$ cat src/rtl/reg_oneshot_timed.sv
// Multi-channel one-shot command register with per-channel timeout, one-deep re-arm queue
// and sticky timeout/overrun status. Define ONESHOT_IRQ_EN to add IRQ_MASK / IRQ_Q.
module reg_oneshot_timed #(
  parameter int P_WIDTH   = 4,
  parameter int P_TIMEOUT = 1000,
  parameter int P_GAP     = 2
) (
  input  logic               CLOCK,
  input  logic               RESET_N,
  input  logic               REG_SELECT,
  input  logic               REG_WRITE,
  input  logic [P_WIDTH-1:0] REG_ENA,
  input  logic [P_WIDTH-1:0] DATA_IN,
  input  logic [P_WIDTH-1:0] ACK_IN,
  input  logic [P_WIDTH-1:0] STAT_CLR,
`ifdef ONESHOT_IRQ_EN
  input  logic [P_WIDTH-1:0] IRQ_MASK,
  output logic               IRQ_Q,
`endif
  output logic [P_WIDTH-1:0] DATA_OUT_Q,
  output logic [P_WIDTH-1:0] PENDING_Q,
  output logic [P_WIDTH-1:0] TIMEOUT_Q,
  output logic [P_WIDTH-1:0] OVERRUN_Q
);

  typedef enum logic [1:0] {
    ST_IDLE   = 2'd0,
    ST_ACTIVE = 2'd1,
    ST_GAP    = 2'd2
  } state_t;

  localparam int TW = (P_TIMEOUT > 0) ? $clog2(P_TIMEOUT + 1) : 1;
  localparam int GW = $clog2(P_GAP + 1);

  logic [P_WIDTH-1:0] wr;
  assign wr = {P_WIDTH{REG_WRITE & REG_SELECT}} & REG_ENA;

  for (genvar ch = 0; ch < P_WIDTH; ch++) begin : g_ch
    state_t        state;
    logic          act_q, pend_q, tmo_q, ovr_q;
    logic          wr_set, wr_clr, tmo_hit, gap_done;
    logic [GW-1:0] gcnt;

    assign wr_set = wr[ch] & DATA_IN[ch];
    assign wr_clr = wr[ch] & ~DATA_IN[ch];

    // Counters idle at zero outside their state, so every entry starts from a clean count.
    always_ff @(posedge CLOCK) begin
      if (!RESET_N || state != ST_GAP) gcnt <= '0;
      else                             gcnt <= gcnt + GW'(1);
    end
    assign gap_done = (gcnt == GW'(P_GAP - 1));

    if (P_TIMEOUT != 0) begin : g_tmo
      logic [TW-1:0] tcnt;
      always_ff @(posedge CLOCK) begin
        if (!RESET_N || state != ST_ACTIVE) tcnt <= '0;
        else if (tcnt != TW'(P_TIMEOUT))    tcnt <= tcnt + TW'(1);
      end
      assign tmo_hit = (state == ST_ACTIVE) && (tcnt == TW'(P_TIMEOUT - 1));
    end else begin : g_no_tmo
      assign tmo_hit = 1'b0;
    end

    // NOTE: sequential state uses non-blocking assignments so every register samples
    // pre-edge values; here it also lets a later flag set override the earlier clear.
    always_ff @(posedge CLOCK) begin
      if (!RESET_N) begin
        state  <= ST_IDLE;
        act_q  <= 1'b0;
        pend_q <= 1'b0;
        tmo_q  <= 1'b0;
        ovr_q  <= 1'b0;
      end else begin
        if (STAT_CLR[ch]) begin
          tmo_q <= 1'b0;
          ovr_q <= 1'b0;
        end
        case (state)
          ST_IDLE: begin
            if (!ACK_IN[ch] && wr_set) begin
              state <= ST_ACTIVE;
              act_q <= 1'b1;
            end
          end
          ST_ACTIVE: begin
            if (wr_clr) begin
              state  <= ST_IDLE;
              act_q  <= 1'b0;
              pend_q <= 1'b0;
            end else if (ACK_IN[ch]) begin
              act_q <= 1'b0;
              if (pend_q || wr_set) begin
                state  <= ST_GAP;
                pend_q <= pend_q & wr_set;
              end else begin
                state <= ST_IDLE;
              end
            end else if (tmo_hit) begin
              tmo_q  <= 1'b1;
              act_q  <= 1'b0;
              pend_q <= 1'b0;
              state  <= wr_set ? ST_GAP : ST_IDLE;
            end else if (wr_set) begin
              if (pend_q) ovr_q  <= 1'b1;
              else        pend_q <= 1'b1;
            end
          end
          ST_GAP: begin
            if (wr_clr) begin
              state  <= ST_IDLE;
              pend_q <= 1'b0;
            end else begin
              if (wr_set) begin
                if (pend_q) ovr_q  <= 1'b1;
                else        pend_q <= 1'b1;
              end
              if (gap_done) begin
                state <= ST_ACTIVE;
                act_q <= 1'b1;
              end
            end
          end
          default: begin
            state <= ST_IDLE;
            act_q <= 1'b0;
          end
        endcase
      end
    end

    assign DATA_OUT_Q[ch] = act_q;
    assign PENDING_Q[ch]  = pend_q;
    assign TIMEOUT_Q[ch]  = tmo_q;
    assign OVERRUN_Q[ch]  = ovr_q;
  end

`ifdef ONESHOT_IRQ_EN
  always_ff @(posedge CLOCK) begin
    if (!RESET_N) IRQ_Q <= 1'b0;
    else          IRQ_Q <= |((TIMEOUT_Q | OVERRUN_Q) & IRQ_MASK);
  end
`endif

endmodule

$ cat config.mk
export PLATFORM = sky130hd
export DESIGN_NAME = reg_oneshot_timed
export DESIGN_NICKNAME = d
export VERILOG_FILES = /design/src/rtl/reg_oneshot_timed.sv
export SDC_FILE = /design/constraint.sdc
export NUM_CORES = 1
export LEC_CHECK = 0
export BUFFER_PORTS_ARGS = -buffer_cell sky130_fd_sc_hd__buf_2
export CORE_MARGIN = 2
export CORE_UTILIZATION = 50
export CTS_CLUSTER_DIAMETER = 150
export DETAILED_ROUTE_END_ITERATION = 10
export PLACE_DENSITY = 0.72
export SYNTH_ARGS = -nofsm -noshare
export SYNTH_HDL_FRONTEND = slang
export SYNTH_SLANG_ARGS = --single-unit
$ cat constraint.sdc
create_clock -name CLOCK -period 1.66 [get_ports CLOCK]
set_clock_uncertainty 0.2 [all_clocks]
set_input_delay 0.332 -clock CLOCK [delete_from_list [all_inputs] [get_ports CLOCK]]
set_output_delay 0.332 -clock CLOCK [all_outputs]
set_load 0.02 [all_outputs]
==> impl_metrics.ini, run 1 <==
[outcome]
status = finished with violations
violations = setup timing

[drt]
vias = 3933
ant_nets = 0
drt_pass1_iterations = 5
drc = 0
viasPerCell = 5.555
wl_per_cell_um = 14.60
drt_iter0_drc = 158
drt_wl_total_um = 10330

[worst_setup_path]
critPathRequiredTime_ns = 1.72
start_kind = register
r2r-start = g_ch[3].state[0]$_SDFFE_PN0P_
slowest_stage = or4_4
slowest_delay_ns = 0.42
regToRegEndpoint = g_ch[3].ovr_q$_SDFF_PN0_
critical_path_class = register to register
reg2reg_depth = 5
cp-end-kind = register
reg2reg_slack_ns = -0.03
path_cells = inv_2 -> ha_4 -> nand2_2 -> or4_4 -> a221oi_2
crit_arrival_ns = 1.75
cp_max_fo = 3

[clocking]
path_clk_slew_ns = 0.08
cts_sinks = 72
clockRootBuffer = clkbuf_8
cts.htree.levels = 3
ctsHoldBuffers = 0
cts_buffers = 9
clock_path_buffers = 2
clock_latency_ns = 0.34
cts_tree = built

[floorplanning]
fp.dieH_um = 95.38
die_x_um = 95.38
io_pins = 36
start_util = 0.5107
core_sq_um = 8175
row_count = 33
fp.dieArea_sq_um = 9097

[synthesis]
synth-main-ff-cell = dfxtp_1
synth_area_per_cell_sq_um = 8.521
yosysMostFrequentCell = dfxtp_1
synth_warnings = 0
synth_nets = 538
syn_inst = 490
ys_async_sr_fraction = 0
synthTopCellsByCount = 72 x dfxtp_1, 53 x nor2_1, 42 x nand2_1, 38 x inv_1, 28 x ha_1
ys_ff_latch = 72
synth_top_area_cell = dfxtp_1
synth-edff-count = 0
yosysUniqueCellTypes = 56
yosysSeqAreaShare = 0.3452
synth_top_cell_area_share = 0.3452
synthesis.area_sq_um = 4175
netlist_top_cells_area = dfxtp_1 35%, ha_1 8.4%, nor2_1 4.8%

[placed_design]
placed_cells = 679
port_buffers = 35
place_congestion = 0.9129
dp_hpwl_um = 6941

[layout]
area_delta_synth_final_pct = 35.33
utilization = 0.6912
antennaDiodeCount = 0
final_nets = 647
drive_gt1_frac = 0.3980
fillers = 615
fin_cells = 708

[hold_path]
min_path_type = input pin to register
min_from = STAT_CLR[3]
holdPathEnd = g_ch[3].tmo_q$_SDFF_PN0_
hold_path_depth = 4

[sta]
setup_viol = 3
fin_crit_sh = 1.016
rsz0062_at_grt = yes
worst_slack_ns = -0.02661
maxSlewViolCount = 0
max_freq_ghz = 0.5929
hold_viol_final = 0
fin_tns_setup_ns = -0.04949
min_period_ns = 1.687
worstMarginPinSlew_ns = 0.4877
relSlewSlack = 0.6745

[grt]
grt_pass1_wl_um = 16010
antenna_found_initial = 0
grt_max_degree = 17
track_usage = 0.2204
grt_overflow = 0
grt_pass1_vias = 3709

[pwr]
power.density_nw_per_um2 = 801.6
ir_drop_mv = 0.4514
p_total_mw = 4.529
p_leak_nw = 2.207

[flow_run]
max-cap-violations = 0
[worst max-delay path, delay by kind of cell, from the launching register on]
kind            cells  cell delay, ns
fa+ha+maj           1            0.27
compound gates      1            0.23
buf+inv             1            0.06
flops               1            0.36
simple gates        2            0.48
[per-stage QoR]
stage,hold slack [ns],worst slack (ns),area (sq um)
2_1_floorplan,0.1974,-0.01908,4207
3_3_place_gp,0.2053,-0.05103,4912
3_5_place_dp,0.2174,-0.08756,4912
4_1_cts,0.04442,-0.04509,5246
5_1_grt,0.06386,-0.07697,5650
6_report,0.05394,-0.02661,5650
[where the power goes]
group	internal, mW	leakage [nW]	switching [mW]
clock	0.771	0.0976	0.677
sequential	1.82	0.596	0.0882
combinational	0.563	1.51	0.612
total	3.15	2.21	1.38
[cells by family after synthesis]
logic type / synth area share
and+or+nand+nor: 0.2787
AOI/OAI and AO/OA: 0.1247
DFF: 0.3452
buffers and inverters: 0.07582
xor gates and xnor gates: 0.06293
adders and majority gates: 0.08391
muxes: 0.02877
[repair_timing]
item / CTS / global route
gates cloned: 0 / 0
buffers inserted: 5 / 9
pin swaps: 13 / 20
gates resized for setup: 28 / 86
setup endpoints to repair: 18 / 35
endpoints found under the hold margin: 0 / 0
[metal layers]
metal / track usage / vias to the layer above / share of wire
met5: 0 / - / 0
met4: 0.09167 / 0 / 0.027
met3: 0.05534 / 26 / 0.058
met2: 0.3797 / 112 / 0.49
met1: 0.2609 / 1868 / 0.42
li1: - / 1927 / -
[flip-flops by register name, summed over array words and instances (netlist names), named ones only]
register and count:
g_ch.gcnt 8, g_ch.act_q 4, g_ch.g_tmo.tcnt 40, g_ch.tmo_q 4, g_ch.ovr_q 4, g_ch.state 8
[cell type report]
type / instances / area [sq um] / share of cell area
Multi-Input combinational cell: 351 / 2783 / 0.4925
Sequential cell: 72 / 1493 / 0.2642
Timing Repair Buffer: 127 / 880.8 / 0.1559
Inverter: 38 / 157.7 / 0.02790
Clock buffer: 11 / 151.4 / 0.02679
Tap cell: 105 / 131.4 / 0.02325
Clock inverter: 4 / 53.80 / 0.009522
[worst max-delay path by stage]
stage	start	to	slack, ns	depth (start not counted)
after floorplan	g_ch[3].state[0]$_SDFFE_PN0P_	g_ch[3].ovr_q$_SDFF_PN0_	-0.02	5
after CTS	g_ch[0].state[0]$_SDFFE_PN0P_	g_ch[0].ovr_q$_SDFF_PN0_	-0.05	5
after detailed placement	REG_WRITE	g_ch[3].ovr_q$_SDFF_PN0_	-0.09	4
after global routing	g_ch[1].g_tmo.tcnt[1]$_SDFFE_PP0P_	g_ch[1].g_tmo.tcnt[1]$_SDFFE_PP0P_	-0.08	8
final	g_ch[3].state[0]$_SDFFE_PN0P_	g_ch[3].ovr_q$_SDFF_PN0_	-0.03	5
after global placement	REG_WRITE	g_ch[3].ovr_q$_SDFF_PN0_	-0.05	4
[cell usage in the layout (no fill, tap or decap), types with 8 or more instances in the layout]
master    instances
nand4b_1         11
xor2_1           11
dfxtp_1          45
buf_2            35
mux2i_1          12
nand3_1          18
nand2_1          34
xnor2_1          19
buf_4            88
nand3b_1          8
nand4_1           9
nor3_1            9
ha_4             15
ha_1             11
dfxtp_2          20
a21oi_1          18
nor2_1           53
o21ai_0          13
and3_1           12
inv_1            25
clkbuf_8         11
Note: power is estimated with default switching activity, not from simulation.
==> run 2, diff against run 1 <==
--- a/config.mk
+++ b/config.mk
@@ -6,11 +6,11 @@
 export NUM_CORES = 1
 export LEC_CHECK = 0
 export BUFFER_PORTS_ARGS = -buffer_cell sky130_fd_sc_hd__buf_2
-export CORE_MARGIN = 2
+export CORE_MARGIN = 3
 export CORE_UTILIZATION = 50
 export CTS_CLUSTER_DIAMETER = 150
 export DETAILED_ROUTE_END_ITERATION = 10
-export PLACE_DENSITY = 0.72
+export PLACE_DENSITY = 0.7
 export SYNTH_ARGS = -nofsm -noshare
 export SYNTH_HDL_FRONTEND = slang
 export SYNTH_SLANG_ARGS = --single-unit
==> constraint.sdc (replaced) <==
create_clock -name CLOCK -period 2.1 [get_ports CLOCK]
set_clock_uncertainty 0.2 [all_clocks]
set_input_delay 0.42 -clock CLOCK [delete_from_list [all_inputs] [get_ports CLOCK]]
set_output_delay 0.42 -clock CLOCK [all_outputs]
set_load 0.02 [all_outputs]
==> run 2 against run 1 <==
Effect of this change: the flow now finishes without violations; total power down 26%; non-clock buffer count shrank 89; final cell count decreased by 13%; first-iteration DRC count shrank 32%; sequential share of layout area grew 5.2 points; cell area decreased by 19%; clock power fell by 12%; sequential power shrank 23%; sequential cell count is the same; critical path depth stayed put; clock-buffer cell count unchanged; critical endpoint unchanged; highest routed layer unchanged.
==> impl_metrics.ini, run 2 (same netlist as run 1, synthesis figures left out) <==
[floorplanning]
io_pins = 36
fp.dieArea_sq_um = 9483
start_util = 0.5267
die_x_um = 97.38
core_sq_um = 7928
row_count = 32
fp.dieH_um = 97.38

[sta]
whs_ns = 0.1342
fin_tns_setup_ns = 0
worst_slack_ns = 0.1817
rsz0062_at_grt = no
min_period_ns = 1.918
maxSlewViolCount = 0
fin_crit_sh = 0.9135
hold_viol_final = 0
worstMarginPinSlew_ns = 0.4904
relSlewSlack = 0.6703
max_freq_ghz = 0.5213
setup_viol = 0

[pwr]
switching_share = 0.2846
power_frac_clock = 0.379
power.density_nw_per_um2 = 738.8
p_leak_nw = 1.688
p_comb_frac = 0.183
ir_drop_mv = 0.4041
intPower_mw = 2.407
seqPwrFrac = 0.439
power_switching_mw = 0.9576

[worst_setup_path]
slowest_stage = or4_1
start_kind = register
critPathRequiredTime_ns = 2.17
crit_arrival_ns = 1.99
critical_path_class = register to register
crit_family = simple AND/OR/NAND/NOR gates
path_buf_inv = 1
path_cells = inv_1 -> ha_1 -> nand2_1 -> or4_1 -> a221oi_2
slowest_delay_ns = 0.43
cp_max_fo = 5
cp-end-kind = register

[drt]
drc = 0
viasPerCell = 5.472
wl_per_cell_um = 13.29
ant_nets = 0
vias = 3371
drt_iter0_drc = 108
drt_wl_total_um = 8187
drt_pass1_iterations = 4

[grt]
antenna_found_initial = 0
grt_max_degree = 16
grt_pass1_vias = 3194
grt_pass1_wl_um = 14260
grt_overflow = 0
track_usage = 0.1787

[placed_design]
place_congestion = 0.7724
port_buffers = 35
dp_hpwl_um = 6045
placed_cells = 601
dp_slack_ns = 0.1247

[layout]
antennaDiodeCount = 0
regMostFlops = g_ch.g_tmo.tcnt
area_delta_synth_final_pct = 9.080
largest_reg_flops = 40
final_cell_mix = 72 x dfxtp_1, 53 x nor2_1, 42 x nand2_1, 38 x inv_1, 35 x buf_2
top_regs = g_ch.g_tmo.tcnt x40, g_ch.gcnt x8, g_ch.state x8
fin_cells = 616
fillers = 736
final_common_cell = dfxtp_1
drive_gt1_frac = 0.1304
utilization = 0.5745
final_nets = 558

[clocking]
clock_path_buffers = 2
cts_tree = built
cts_sinks = 72
clockRootBuffer = clkbuf_8
cts_setup_buffers = 0
cts_resized = 0
path_clk_slew_ns = 0.08
cts_buffers = 9
ctsHoldBuffers = 0
cts.htree.levels = 3
clock_latency_ns = 0.35

[outcome]
status = finished clean

[flow_run]
max-cap-violations = 0

[hold_path]
min_path_type = input pin to register
-- run 2: changes by cell type in the layout (fill, tap and decap cells not counted), sizes merged --
cell      delta
buf         -89
bufinv       +1
clkinv       -1
clkinvlp     -1
inv          +1
-- run 2: area by class of cell --
type	instances	area [sq um]	share of cell area
tap	102	127.6	0.02802
timing repair buffer	38	197.7	0.04341
clock buffer	11	151.4	0.03324
multi-input combinational	351	2417	0.5308
inverter	38	142.6	0.03132
sequential	72	1441	0.3165
clock inverter	4	76.32	0.01676
-- run 2: power by group through the flow --
stage / clock network [mW] / logic (mW) / registers (mW)
floorplan: 0 / 0.492 / 1.50
global placement: 0 / 0.595 / 1.50
detailed placement: 0 / 0.612 / 1.51
CTS: 1.29 / 0.614 / 1.48
global route: 1.36 / 0.691 / 1.48
finish: 1.27 / 0.615 / 1.48
-- run 2: through the flow --
stage	cell area, sq um	total power [mW]
final	4554	3.365
after global routing	4554	3.535
after CTS	4554	3.384
after detailed placement	4327	2.119
after global placement	4327	2.098
after floorplan	4175	1.988
-- run 2: routing by layer --
layer	vias up	wire length (um)	GRT usage
met1	1564	4109	0.2359
li1	1740	-	-
met5	-	0	0
met4	0	104	0.06070
met3	10	374	0.04594
met2	57	3599	0.2836
-- run 2: worst paths after layout --
kind	to	slack (ns)	cells past startpoint	from
setup / recovery	g_ch[3].ovr_q$_SDFF_PN0_	0.18	5	g_ch[3].state[0]$_SDFFE_PN0P_
hold / removal	g_ch[3].tmo_q$_SDFF_PN0_	0.13	4	STAT_CLR[3]
setup reg to reg	g_ch[3].ovr_q$_SDFF_PN0_	0.18	5	g_ch[3].state[0]$_SDFFE_PN0P_
hold reg to reg	g_ch[1].gcnt[0]$_SDFF_PP0_	0.22	1	g_ch[1].gcnt[0]$_SDFF_PP0_
-- run 2: worst register-to-register path, delay by kind of cell, from the launching register on --
| family | cells | cell delay (ns) |
|---|---|---|
| AO/OA/AOI/OAI | 1 | 0.24 |
| adder cells (fa/ha/maj) | 1 | 0.39 |
| buffers and inverters | 1 | 0.09 |
| flip-flops | 1 | 0.40 |
| AND/OR/NAND/NOR | 2 | 0.52 |
==> run 3, diff against run 2 <==
--- a/config.mk
+++ b/config.mk
@@ -6,6 +6,7 @@
 export NUM_CORES = 1
 export LEC_CHECK = 0
 export BUFFER_PORTS_ARGS = -buffer_cell sky130_fd_sc_hd__buf_2
+export CORE_ASPECT_RATIO = 2
 export CORE_MARGIN = 3
 export CORE_UTILIZATION = 50
 export CTS_CLUSTER_DIAMETER = 150
==> run 3 against run 2 <==
Effect of this change: via count is 4.4% higher; die area is 0.70% higher; critical endpoint unchanged; wire length is 11% higher; combinational power is 2% higher; largest cell class unchanged; total power is 5.0% higher; critical path type unchanged; highest routed layer unchanged; cell area is 1.0% higher.
==> impl_metrics.ini, run 3 (same netlist as run 1, synthesis figures left out) <==
[outcome]
status = finished clean

[hold_path]
hold_path_depth = 4
min_from = STAT_CLR[3]
holdPathEnd = g_ch[3].tmo_q$_SDFF_PN0_
min_path_type = input pin to register

[sta]
worstMarginPinSlew_ns = 0.4919
setup_viol = 0
min_period_ns = 1.895
fin_crit_sh = 0.9025
worst_slack_ns = 0.2047
fin_tns_setup_ns = 0
rsz0062_at_grt = no
max_freq_ghz = 0.5276
hold_viol_final = 0
maxSlewViolCount = 0
relSlewSlack = 0.6695

[clocking]
path_clk_slew_ns = 0.06
clock_latency_ns = 0.33
cts_tree = built
clockRootBuffer = clkbuf_16
cts_buffers = 9
ctsHoldBuffers = 0
cts_resized = 0
cts_setup_buffers = 0
cts_sinks = 72
cts.htree.levels = 3
clock_path_buffers = 2

[layout]
drive_gt1_frac = 0.1265
utilization = 0.5751
area_delta_synth_final_pct = 10.19
final_cell_mix = 72 x dfxtp_1, 53 x nor2_1, 42 x nand2_1, 38 x inv_1, 35 x buf_2
regMostFlops = g_ch.g_tmo.tcnt
final_area_sq_um = 4601
largest_reg_flops = 40
antennaDiodeCount = 0
fin_cells = 610
final_nets = 559
final_common_cell = dfxtp_1
top_regs = g_ch.g_tmo.tcnt x40, g_ch.gcnt x8, g_ch.state x8

[grt]
track_usage = 0.1961
grt_pass1_vias = 3489
grt_max_degree = 15
antenna_found_initial = 0
grt_pass1_wl_um = 15260
grt_overflow = 0

[placed_design]
placed_cell_area_sq_um = 4327
dp_slack_ns = 0.1385
place_congestion = 0.8048
placed_cells = 596
dp_hpwl_um = 6817
port_buffers = 35

[worst_setup_path]
cp-end-kind = register
slowest_delay_ns = 0.43
crit_arrival_ns = 1.95
start_kind = register
reg2reg_depth = 5
critical_path_class = register to register
regToRegEndpoint = g_ch[3].ovr_q$_SDFF_PN0_
slowest_stage = or4_1
critPathRequiredTime_ns = 2.15
r2r-start = g_ch[3].state[0]$_SDFFE_PN0P_
reg2reg_slack_ns = 0.20
cp_max_fo = 5
path_cells = inv_1 -> ha_1 -> nand2_1 -> or4_1 -> a221oi_2

[pwr]
p_leak_nw = 1.716
ir_drop_mv = 0.5984
power.density_nw_per_um2 = 768.2

[drt]
vias = 3519
drt_iter0_drc = 215
drt_wl_total_um = 9058
ant_nets = 0
wl_per_cell_um = 14.85
viasPerCell = 5.769
drt_pass1_iterations = 5
drc = 0

[floorplanning]
fp.dieArea_sq_um = 9549
start_util = 0.5219
io_pins = 36
fp.dieH_um = 135.2
row_count = 46
core_sq_um = 8000
die_x_um = 70.62

[flow_run]
max-cap-violations = 0
[run 3: cell types whose count changed in the layout (fill, tap and decap cells not counted)]
cell,before,now
clkbuf_1,0,2
bufinv_16,2,0
clkbuf_8,11,3
buf_4,3,4
inv_6,1,0
clkbuf_16,0,9
clkinvlp_4,1,0
[run 3: worst max-delay path by stage]
stage | cells past startpoint | start | to | slack [ns]
finish | 5 | g_ch[3].state[0]$_SDFFE_PN0P_ | g_ch[3].ovr_q$_SDFF_PN0_ | 0.20
global route | 5 | g_ch[2].g_tmo.tcnt[1]$_SDFFE_PP0P_ | g_ch[2].state[0]$_SDFFE_PN0P_ | 0.14
CTS | 5 | g_ch[3].state[0]$_SDFFE_PN0P_ | g_ch[3].ovr_q$_SDFF_PN0_ | 0.21
detailed placement | 4 | REG_WRITE | g_ch[3].ovr_q$_SDFF_PN0_ | 0.14
global placement | 4 | REG_WRITE | g_ch[3].ovr_q$_SDFF_PN0_ | 0.21
floorplan | 5 | g_ch[3].state[0]$_SDFFE_PN0P_ | g_ch[3].ovr_q$_SDFF_PN0_ | 0.35
[run 3: metrics by stage]
step                      hold slack [ns]  power [mW]
after floorplan                    0.1974       1.988
after global placement             0.2066       2.114
after detailed placement           0.2163       2.133
after CTS                          0.1395       3.563
after global routing               0.1833       3.683
final                              0.1492       3.534
[run 3: routing by layer]
metal  routed length [um]  vias to the layer above  global-route usage  share of wire
li1                     -                     1748                   -              -
met1                 3507                     1690              0.1964           0.39
met2                 5056                       63              0.3742           0.56
met3                  291                       18             0.03863          0.032
met4                  202                        0             0.09728          0.022
met5                    0                        -                   0              0
[run 3: worst max-delay path, delay by kind of cell, from the launching register on]
kind / cells / cell delay, ns
flip-flops: 1 / 0.38
AND/OR/NAND/NOR: 2 / 0.52
buffers and inverters: 1 / 0.08
adder cells (fa/ha/maj): 1 / 0.40
AO/OA/AOI/OAI: 1 / 0.24
[run 3: power breakdown]
group          internal (mW)  switching (mW)  leakage (nW)  total, mW
Sequential              1.43          0.0552         0.581       1.48
Combinational          0.251           0.376          1.00      0.627
Clock                  0.884           0.540         0.135       1.42
Total                   2.56           0.971          1.72       3.53
[run 3: final cells by class]
cell class              instances  area [sq um]
fillers                       750          3400
multi-input cells             351          2417
flip-flops and latches         72          1441
clock buffers                  14         274.0
repair buffers                 39         205.2
inverters                      38         142.6
well taps                      96         120.1
